`config.mk`:
```
export PLATFORM = sky130hd
export DESIGN_NAME = wb_uart
export DESIGN_NICKNAME = d
export VERILOG_FILES = /design/src/rtl/wb_uart.sv
export SDC_FILE = /design/constraint.sdc
export NUM_CORES = 1
export LEC_CHECK = 0
export CORE_UTILIZATION = 50
export DETAILED_ROUTE_END_ITERATION = 6
export GPL_TIMING_DRIVEN = 1
export HOLD_SLACK_MARGIN = 0.02
export PLACE_DENSITY = 0.7
export SYNTH_ARGS = -nofsm -noshare
export SYNTH_HDL_FRONTEND = slang
export SYNTH_SLANG_ARGS = --single-unit
```
`constraint.sdc`:
```
create_clock -name clk -period 3.2 [get_ports clk]
set_clock_uncertainty 0.1 [all_clocks]
set_input_delay 0.96 -clock clk [delete_from_list [all_inputs] [get_ports clk]]
set_output_delay 0.96 -clock clk [all_outputs]
set_load 0.05 [all_outputs]
```
`src/rtl/wb_uart.sv`:
```
// Wishbone classic slave UART (8N1): TX FIFO feeding a serialiser, RX deserialiser
// into a one-byte holding register, four-word register window on adr[3:2].
`timescale 1ns/1ps
module wb_uart #(
    parameter int          TX_DEPTH  = 4,
    parameter logic [15:0] DIV_RESET = 16'd433
) (
    input  logic        clk,
    input  logic        rst_n,
    input  logic        wb_cyc_i,
    input  logic        wb_stb_i,
    input  logic        wb_we_i,
    input  logic [31:0] wb_adr_i,
    input  logic [31:0] wb_dat_i,
    input  logic [3:0]  wb_sel_i,
    output logic [31:0] wb_dat_o,
    output logic        wb_ack_o,
    output logic        wb_err_o,
    output logic        uart_tx_o,
    input  logic        uart_rx_i
);
    localparam int AW = $clog2(TX_DEPTH);

    localparam logic [1:0] TX_IDLE  = 2'd0;
    localparam logic [1:0] TX_START = 2'd1;
    localparam logic [1:0] TX_DATA  = 2'd2;
    localparam logic [1:0] TX_STOP  = 2'd3;

    localparam logic [2:0] RX_IDLE  = 3'd0;
    localparam logic [2:0] RX_START = 3'd1;
    localparam logic [2:0] RX_DATA  = 3'd2;
    localparam logic [2:0] RX_STOP  = 3'd3;
    localparam logic [2:0] RX_WAIT  = 3'd4;

    logic        ack_q, ack_d, err_q, err_d;
    logic [31:0] dat_q, dat_d;
    logic [15:0] div_q, div_d, div_new;
    logic [AW:0] wr_ptr_q, wr_ptr_d, rd_ptr_q, rd_ptr_d;
    logic [7:0]  mem_q [TX_DEPTH];
    logic        tx_ovf_q, tx_ovf_d;
    logic [1:0]  tx_state_q, tx_state_d;
    logic [15:0] tx_div_q, tx_div_d, tx_cnt_q, tx_cnt_d;
    logic [2:0]  tx_bit_q, tx_bit_d;
    logic [7:0]  tx_sh_q, tx_sh_d;
    logic        tx_q, tx_d;
    logic        rx_s1_q, rx_s2_q, rx_prev_q;
    logic [2:0]  rx_state_q, rx_state_d;
    logic [15:0] rx_div_q, rx_div_d, rx_cnt_q, rx_cnt_d;
    logic [2:0]  rx_bit_q, rx_bit_d;
    logic [7:0]  rx_sh_q, rx_sh_d, rx_byte_q, rx_byte_d;
    logic        rx_valid_q, rx_valid_d, rx_ovr_q, rx_ovr_d, frm_err_q, frm_err_d;

    logic        req, wr_req, rd_req, data_rd, stat_rd, push_req, push, pop, start_frame;
    logic        tx_full, tx_empty, tx_busy, rx_fall, rx_set, frm_set;
    logic [1:0]  adr;
    logic [31:0] status;
    logic        unused_bits;

    assign adr      = wb_adr_i[3:2];
    assign req      = wb_cyc_i & wb_stb_i & ~ack_q & ~err_q;
    assign wr_req   = req & wb_we_i;
    assign rd_req   = req & ~wb_we_i;
    assign data_rd  = rd_req & (adr == 2'd0);
    assign stat_rd  = rd_req & (adr == 2'd1);
    assign push_req = wr_req & (adr == 2'd0) & wb_sel_i[0];
    assign tx_full  = (wr_ptr_q[AW] != rd_ptr_q[AW]) && (wr_ptr_q[AW-1:0] == rd_ptr_q[AW-1:0]);
    assign tx_empty = (wr_ptr_q == rd_ptr_q);
    // A full FIFO rejects the push even if the serialiser pops in the same cycle.
    assign push     = push_req & ~tx_full;
    assign tx_busy  = (tx_state_q != TX_IDLE);
    assign rx_fall  = rx_prev_q & ~rx_s2_q;
    assign status   = {25'b0, frm_err_q, tx_ovf_q, tx_busy, rx_ovr_q, rx_valid_q, tx_empty, tx_full};
    assign unused_bits = ^{wb_adr_i[31:4], wb_adr_i[1:0], wb_dat_i[31:16], wb_sel_i[3:2]};

    always_comb begin : bus_next
        // NOTE: every combinational output gets a default first so no latch is inferred.
        ack_d   = req & (adr != 2'd3);
        err_d   = req & (adr == 2'd3);
        dat_d   = '0;
        div_new = div_q;
        div_d   = div_q;
        if (rd_req) begin
            case (adr)
                2'd0:    dat_d = rx_valid_q ? {24'b0, rx_byte_q} : 32'd0;
                2'd1:    dat_d = status;
                2'd2:    dat_d = {16'b0, div_q};
                default: dat_d = '0;
            endcase
        end
        if (wr_req && adr == 2'd2) begin
            if (wb_sel_i[0]) div_new[7:0]  = wb_dat_i[7:0];
            if (wb_sel_i[1]) div_new[15:8] = wb_dat_i[15:8];
            div_d = (div_new < 16'd3) ? 16'd3 : div_new;
        end
        tx_ovf_d = (push_req & tx_full) | (tx_ovf_q & ~stat_rd);
    end

    always_comb begin : tx_next
        tx_state_d  = tx_state_q;
        tx_div_d    = tx_div_q;
        tx_cnt_d    = tx_cnt_q;
        tx_bit_d    = tx_bit_q;
        tx_sh_d     = tx_sh_q;
        start_frame = 1'b0;
        pop         = 1'b0;
        case (tx_state_q)
            TX_IDLE:  start_frame = ~tx_empty;
            TX_START: if (tx_cnt_q == 16'd0) begin
                          tx_state_d = TX_DATA;
                          tx_cnt_d   = tx_div_q;
                          tx_bit_d   = 3'd0;
                      end else tx_cnt_d = tx_cnt_q - 16'd1;
            TX_DATA:  if (tx_cnt_q == 16'd0) begin
                          tx_cnt_d = tx_div_q;
                          tx_sh_d  = {1'b0, tx_sh_q[7:1]};
                          if (tx_bit_q == 3'd7) tx_state_d = TX_STOP;
                          else                  tx_bit_d   = tx_bit_q + 3'd1;
                      end else tx_cnt_d = tx_cnt_q - 16'd1;
            TX_STOP:  if (tx_cnt_q == 16'd0) begin
                          if (tx_empty) tx_state_d  = TX_IDLE;
                          else          start_frame = 1'b1;
                      end else tx_cnt_d = tx_cnt_q - 16'd1;
            default:  tx_state_d = TX_IDLE;
        endcase
        // DIV is captured per frame so a mid-frame DIV write only affects the next start.
        if (start_frame) begin
            pop        = 1'b1;
            tx_state_d = TX_START;
            tx_div_d   = div_q;
            tx_cnt_d   = div_q;
            tx_sh_d    = mem_q[rd_ptr_q[AW-1:0]];
        end
        tx_d     = (tx_state_d == TX_START) ? 1'b0 : (tx_state_d == TX_DATA) ? tx_sh_d[0] : 1'b1;
        wr_ptr_d = wr_ptr_q + {{AW{1'b0}}, push};
        rd_ptr_d = rd_ptr_q + {{AW{1'b0}}, pop};
    end

    always_comb begin : rx_next
        rx_state_d = rx_state_q;
        rx_div_d   = rx_div_q;
        rx_cnt_d   = rx_cnt_q;
        rx_bit_d   = rx_bit_q;
        rx_sh_d    = rx_sh_q;
        rx_byte_d  = rx_byte_q;
        rx_set     = 1'b0;
        frm_set    = 1'b0;
        case (rx_state_q)
            RX_IDLE:  if (rx_fall) begin
                          rx_state_d = RX_START;
                          rx_div_d   = div_q;
                          rx_cnt_d   = div_q >> 1;
                      end
            RX_START: if (rx_cnt_q == 16'd0) begin
                          if (rx_s2_q) rx_state_d = RX_IDLE;
                          else begin
                              rx_state_d = RX_DATA;
                              rx_cnt_d   = rx_div_q;
                              rx_bit_d   = 3'd0;
                          end
                      end else rx_cnt_d = rx_cnt_q - 16'd1;
            RX_DATA:  if (rx_cnt_q == 16'd0) begin
                          rx_sh_d  = {rx_s2_q, rx_sh_q[7:1]};
                          rx_cnt_d = rx_div_q;
                          if (rx_bit_q == 3'd7) rx_state_d = RX_STOP;
                          else                  rx_bit_d   = rx_bit_q + 3'd1;
                      end else rx_cnt_d = rx_cnt_q - 16'd1;
            RX_STOP:  if (rx_cnt_q == 16'd0) begin
                          if (rx_s2_q) begin
                              rx_set     = 1'b1;
                              rx_byte_d  = rx_sh_q;
                              rx_state_d = RX_IDLE;
                          end else begin
                              frm_set    = 1'b1;
                              rx_state_d = RX_WAIT;
                          end
                      end else rx_cnt_d = rx_cnt_q - 16'd1;
            RX_WAIT:  if (rx_s2_q) rx_state_d = RX_IDLE;
            default:  rx_state_d = RX_IDLE;
        endcase
        // Hardware sets win over clear-on-read in the same cycle.
        rx_valid_d = rx_set | (rx_valid_q & ~data_rd);
        rx_ovr_d   = (rx_set & rx_valid_q) | (rx_ovr_q & ~stat_rd);
        frm_err_d  = frm_set | (frm_err_q & ~stat_rd);
    end

    always_ff @(posedge clk) begin
        // NOTE: state flops use non-blocking assignments so every flop samples pre-edge values.
        if (!rst_n) begin
            ack_q      <= 1'b0;
            err_q      <= 1'b0;
            dat_q      <= '0;
            div_q      <= DIV_RESET;
            wr_ptr_q   <= '0;
            rd_ptr_q   <= '0;
            tx_ovf_q   <= 1'b0;
            tx_state_q <= TX_IDLE;
            tx_div_q   <= '0;
            tx_cnt_q   <= '0;
            tx_bit_q   <= '0;
            tx_sh_q    <= '0;
            tx_q       <= 1'b1;
            rx_s1_q    <= 1'b1;
            rx_s2_q    <= 1'b1;
            rx_prev_q  <= 1'b1;
            rx_state_q <= RX_IDLE;
            rx_div_q   <= '0;
            rx_cnt_q   <= '0;
            rx_bit_q   <= '0;
            rx_sh_q    <= '0;
            rx_byte_q  <= '0;
            rx_valid_q <= 1'b0;
            rx_ovr_q   <= 1'b0;
            frm_err_q  <= 1'b0;
        end else begin
            ack_q      <= ack_d;
            err_q      <= err_d;
            dat_q      <= dat_d;
            div_q      <= div_d;
            wr_ptr_q   <= wr_ptr_d;
            rd_ptr_q   <= rd_ptr_d;
            tx_ovf_q   <= tx_ovf_d;
            tx_state_q <= tx_state_d;
            tx_div_q   <= tx_div_d;
            tx_cnt_q   <= tx_cnt_d;
            tx_bit_q   <= tx_bit_d;
            tx_sh_q    <= tx_sh_d;
            tx_q       <= tx_d;
            rx_s1_q    <= uart_rx_i;
            rx_s2_q    <= rx_s1_q;
            rx_prev_q  <= rx_s2_q;
            rx_state_q <= rx_state_d;
            rx_div_q   <= rx_div_d;
            rx_cnt_q   <= rx_cnt_d;
            rx_bit_q   <= rx_bit_d;
            rx_sh_q    <= rx_sh_d;
            rx_byte_q  <= rx_byte_d;
            rx_valid_q <= rx_valid_d;
            rx_ovr_q   <= rx_ovr_d;
            frm_err_q  <= frm_err_d;
        end
    end

    // NOTE: FIFO storage is not reset; the pointers alone define which entries are valid.
    always_ff @(posedge clk) begin
        if (push) mem_q[wr_ptr_q[AW-1:0]] <= wb_dat_i[7:0];
    end

    assign wb_ack_o  = ack_q;
    assign wb_err_o  = err_q;
    assign wb_dat_o  = dat_q;
    assign uart_tx_o = tx_q;

endmodule

```
## Yosys cells after proc, flatten, opt, wreduce, memory -nomap -nowiden

Memory sizes are Yosys's and may differ from the RTL's. A register that Yosys moved wholly into a read port is not among the register bits.
Index checks and enable logic that the tools add are counted.

| cells by class | value |
|---|---|
| $add $sub $neg | 6 |
| $mul | 0 |
| divide/modulo/power cells | 0 |
| order comparisons | 1 |
| equal/unequal tests | 32 |
| shift-type cells | 0 |
| mux-type cells | 60 |
| bitwise operators | 31 |
| reduce and logical (&&, ||, !) cells | 25 |

Operator list:

| kind | count |
|---|---|
| $mux W16 | 9 |
| $mux W8 | 8 |
| $pmux W16 S4 | 1 |
| $pmux W16 S3 | 1 |
| $mux W3 | 14 |
| $logic_not A16 Y1 | 2 |
| $pmux W16 S2 | 1 |
| $sub A16 B1 Y16 const B | 2 |
| $ne A2 B2 Y1 const B | 13 |
| $and A1 B1 Y1 | 19 |
| $lt A16 B2 Y1 const B | 1 |
| $mux W2 | 8 |
| $pmux W3 S5 | 1 |
| $mux W1 | 13 |
| $pmux W3 S2 | 2 |
| $eq A2 B2 Y1 const B | 5 |
| $reduce_and A2 Y1 | 5 |
| $reduce_bool A2 Y1 | 5 |
| $eq A3 B3 Y1 const B | 3 |
| $not A1 Y1 | 8 |
| $reduce_and A4 Y1 | 2 |
| $add A3 B1 Y3 | 2 |
| $add A3 B1 Y3 const B | 2 |
| $eq A2 B1 Y1 const B | 3 |
| other kinds (18) | 25 |

| word-level totals | value |
|---|---|
| register bits after elaboration | 163 |
| latch bits | 0 |
| bits in writable memories | 32 |
| memory bits (read-only) | 0 |
| output and inout port bits | 35 |
| word-level logic and storage cells | 182 |
| memories | 1 |

Memories:

| memory | words | bits a word | rd ports | clocked after memory_dff | wr ports | RTL line | RTL |
|---|---|---|---|---|---|---|---|
| mem_q | 4 | 8 | 1 | 1 | 1 | 39 | `logic [7:0] mem_q [TX_DEPTH];` |

## Depth between registers and ports, before layout

| logic depth | value |
|---|---|
| depth after elaboration | 9 |
| depth in mapped cells | 12 |

## Worst setup path before layout

Ideal clock, no wire load.

| path | value |
|---|---|
| kind | input to register |
| start | input wb_cyc_i |
| end | memory mem_q[0][0], enable pin |
| library setup time | 0.385 ns |
| arrival | 2.335 ns |
| required time | 2.715 ns |
| setup slack | 0.380 ns |
| cell stages on the path | 4 |
| path buffers | 0 |
| cell sequence | and3_1 nand3_1 nor4_1 nor3b_1 |

| on the way | value |
|---|---|
| longest elaborated chain between the ends | 9 |

Ends and longest elaborated chain:

| item | RTL line | RTL |
|---|---|---|
| start, declared | 10 | `input logic wb_cyc_i,` |
| $and A1 B1 Y1 (3 in series) | 60 | `assign req = wb_cyc_i & wb_stb_i & ~ack_q & ~err_q;` |
| $and A1 B1 Y1 | 61 | `assign wr_req = req & wb_we_i;` |
| $and A1 B1 Y1 (2 in series) | 65 | `assign push_req = wr_req & (adr == 2'd0) & wb_sel_i[0];` |
| $and A1 B1 Y1 | 69 | `assign push = push_req & ~tx_full;` |
| $mux W1 | 245 | `if (push) mem_q[wr_ptr_q[AW-1:0]] <= wb_dat_i[7:0];` |
| $mux W1 (not written as such) | 245 |  |
| end, declared | 39 |  |

No other way between the ends.

## Final worst setup path

| path | value |
|---|---|
| start | register tx_cnt_q[0] |
| end | register tx_cnt_q[0] |

| on the way | value |
|---|---|
| longest elaborated chain between the ends | 5 |

Ends and longest elaborated chain:

| item | RTL line | RTL |
|---|---|---|
| start, declared | 42 | `logic [15:0] tx_div_q, tx_div_d, tx_cnt_q, tx_cnt_d;` |
| start signal, assigned | 224 | `tx_cnt_q <= tx_cnt_d;` |
| branches (longest 5 deep; another with $sub A16 B1 Y16) | n/a |  |

Parallel ways; which one is timed is not known. The select of a mux whose other input is x is not followed.
A chain may end at the register's enable or synchronous reset.

==> flow_metrics.env <==
export IMPL_outcome="finished, final reports clean"
export IMPL_layout_drive_gt1_share=0.0902
export IMPL_worstSetupEndpointType="flip-flop"
export IMPL_finalNetCount=1040
export IMPL_via_per_inst=5.52
export IMPL_drt_initial_drc_count=529
export IMPL_area_growth_pct=15.7
export IMPL_start_util=0.515
export IMPL_cts_setup_buffers=0
export IMPL_core_area_mm2=0.0160
export IMPL_gr_usage_all_layers=0.228
export IMPL_synthXorXnorAreaFrac=0.0128
export IMPL_wl_per_cell_um=15.3
export IMPL_dp_hpwl_um=12100
export IMPL_synthAdderAreaFrac=0.0213
export IMPL_cts_tree="yes"
export IMPL_path_class="flip-flop to flip-flop"
export IMPL_drv_slew=0
export IMPL_synthArstFlopShare=0
export IMPL_max_cap_violations=0
export IMPL_hold_worst_slack_ps=308
export IMPL_post_cts_resized=0
export IMPL_clock_sinks=179
export IMPL_synth_ff_type="dfxtp_1"
export IMPL_min_from="rx_s1_q$_SDFF_PN1_"
export IMPL_r2r_setup_slack_ps=270
export IMPL_rows=46
export IMPL_peakVddDrop_mv=0.424
export IMPL_num_antenna_cells=0
export IMPL_dr_pass1_iters=5
export IMPL_synthSimpleGateAreaFrac=0.204
export IMPL_cts_root_buf="clkbuf_16"
export IMPL_cts_buffers=17
export IMPL_ctsHoldBuffers=0
export IMPL_path_clk_slew_ps=70
export IMPL_n_fill_cell=1451
export IMPL_worstSetupStartpointType="flip-flop"
export IMPL_dieHeight_um=130
export IMPL_synth_top_family_by_area="simple AND/OR/NAND/NOR gates"
export IMPL_hold_end="rx_s2_q$_SDFF_PN1_"
export IMPL_required_ps=3470
export IMPL_slew_headroom=0.221
export IMPL_routed_wl_um=18100
export IMPL_r2r_cells=8
export IMPL_synth_mux_area_frac=0.0512
export IMPL_worstMarginPinSlew_ps=1160
export IMPL_holdPathStages=1
export IMPL_grt_pass1_wl_um=30100
export IMPL_die_w_um=130
export IMPL_r2r_end="tx_cnt_q[0]$_SDFFE_PN0P_"
export IMPL_ys_seq_elements=179
export IMPL_hold_violations=0
export IMPL_ios=109
export IMPL_antenna_found_initial=0
export IMPL_min_period_ps=2930
export IMPL_power_density_mw_per_mm2=702
export IMPL_grt_max_degree=93
export IMPL_instances_no_fill=1181
export IMPL_crit_path_max_fanout=12
export IMPL_synth_compound_area_frac=0.192
export IMPL_synthCells=912
export IMPL_arrival_ps=3200
export IMPL_hp_class="flip-flop to flip-flop"
export IMPL_vias=6525
export IMPL_grt_ovfl_total=0
export IMPL_synth_avg_cell_area_um2=9.04
export IMPL_place_gp_congestion=0.815
export IMPL_grt_pass1_vias=6033
export IMPL_fin_crit_sh=0.917
export IMPL_synth_warnings=0
export IMPL_post_route_drc_count=0
export IMPL_detail_route_antenna_nets=0
export IMPL_clock_path_buffers=2
export IMPL_ys_seq_area_frac=0.474
export IMPL_port_buffers=44
export IMPL_report_final_setup_viol=0
export IMPL_final_core_util=0.596
export IMPL_p_leak_uw=0.00361
export IMPL_h_tree_depth=4
export IMPL_fmax_mhz=341
export IMPL_dp_cells=1149
export IMPL_placed_area_mm2=0.00894
export IMPL_syn_area_mm2=0.00824
export IMPL_final_cell_area_mm2=0.00954
export IMPL_clk_latency_ps=440
export IMPL_reg2reg_from="tx_cnt_q[0]$_SDFFE_PN0P_"
export IMPL_setup_tns_final_ps=0
export IMPL_die_area_mm2=0.0170
export IMPL_synth_edff_count=32
export IMPL_ys_types=66
export IMPL_rsz0062_at_grt="no"
[stage by stage]
stage / total power (µW) / setup WS [ps]
after floorplan: 4130 / 380
after global placement: 4570 / 143
after detailed placement: 4600 / 90.4
after CTS: 6710 / 279
after global routing: 7090 / 2.77
final: 6690 / 265
[registers in the layout, summed over array words and instances (netlist names), 2 cells and up]
register / flops
rx_sh_q: 8
tx_state_q: 2
rx_div_q: 16
tx_div_q: 16
rd_ptr_q: 3
rx_bit_q: 3
wb_dat_o: 16
tx_bit_q: 3
rx_byte_q: 8
rx_state_q: 3
wr_ptr_q: 3
rx_cnt_q: 16
tx_cnt_q: 16
tx_sh_q: 8
div_q: 16
mem_q: 32
[logic make-up (layout without fill, tap and decap cells)]
kind of cell               count (synthesis)  in the layout
AOI/OAI and AO/OA                        244            244
xor gates and xnor gates                  12             12
adders and majority gates                 14             14
buffers and inverters                     81            119
DFF                                      179            179
muxes                                     32             32
other                                      1             16
and+or+nand+nor                          349            349
[Yosys cell counts (all sizes together), types with 22 or more instances]
cell type | n | area share
nand3 | 24 | 0.015
a21oi | 63 | 0.038
nand2 | 143 | 0.065
buf | 22 | 0.018
nor3 | 23 | 0.015
dfxtp | 147 | 0.36
o21ai | 58 | 0.035
nor2 | 61 | 0.028
clkbuf | 46 | 0.021
mux2i | 23 | 0.028
edfxtp | 32 | 0.12
a21boi | 61 | 0.056
[worst max path at each step]
stage                                         from                  endpoint  slack (ps)  cells after the start
after global placement                    wb_cyc_i     mem_q[2][0]$_DFFE_PP_         140                      6
after floorplan                           wb_cyc_i     mem_q[0][0]$_DFFE_PP_         380                      4
final                     tx_cnt_q[0]$_SDFFE_PN0P_  tx_cnt_q[0]$_SDFFE_PN0P_         270                      8
after CTS                 tx_cnt_q[0]$_SDFFE_PN0P_    rd_ptr_q[2]$_SDFF_PN0_         280                     11
after detailed placement                  wb_cyc_i     mem_q[2][7]$_DFFE_PP_          90                      6
after global routing      tx_cnt_q[0]$_SDFFE_PN0P_  tx_cnt_q[0]$_SDFFE_PN0P_           3                      8
[critical path: stages (launching register included)]
cell,delay [ps]
dfxtp_1,350
inv_1,90
ha_1,230
nor3b_1,160
and3_1,310
a31oi_1,990
o21ai_0,190
mux2_2,320
a21oi_1,130
[cell type report]
type / instances / area (µm²) / area share
Clock buffer: 17 / 425 / 0.0446
Timing Repair Buffer: 74 / 676 / 0.0709
Inverter: 13 / 48.8 / 0.00512
Sequential cell: 179 / 3900 / 0.409
Clock inverter: 15 / 168 / 0.0176
Multi-Input combinational cell: 667 / 4040 / 0.424
Tap cell: 216 / 270 / 0.0283
[cell usage in the layout, fill, tap and decap left out, types with 5 or more instances in the layout]
master	count
a222oi_1	6
xnor2_1	6
a211oi_1	6
inv_1	12
nor2_1	61
nor4_1	9
xor2_1	6
conb_1	16
dfxtp_1	147
o21ai_0	57
nor2b_1	19
ha_1	14
mux2i_1	23
or4_1	6
clkdlybuf4s50_1	43
a21boi_0	58
buf_4	30
and2_1	17
nor3_1	22
a21oi_1	63
nand2_1	143
clkbuf_16	17
and3_1	15
o22ai_1	5
edfxtp_1	32
nand2b_1	8
inv_6	7
o211a_1	8
mux4_2	8
nand3_1	24
a22oi_1	6
[where the power goes]
| group | switching, µW | internal [µW] | leakage (µW) |
|---|---|---|---|
| combinational | 1240 | 755 | 0.00185 |
| clock | 943 | 1170 | 0.000282 |
| sequential | 135 | 2450 | 0.00148 |
[metal layers]
| layer | GRT usage | routed length, µm | vias up |
|---|---|---|---|
| li1 | - | - | 3317 |
| met1 | 0.301 | 8580 | 3061 |
| met2 | 0.382 | 8680 | 133 |
| met3 | 0.0444 | 655 | 14 |
| met4 | 0.0622 | 161 | 0 |
| met5 | 0 | 0 | - |
Note: power is estimated with default switching activity, not from simulation.
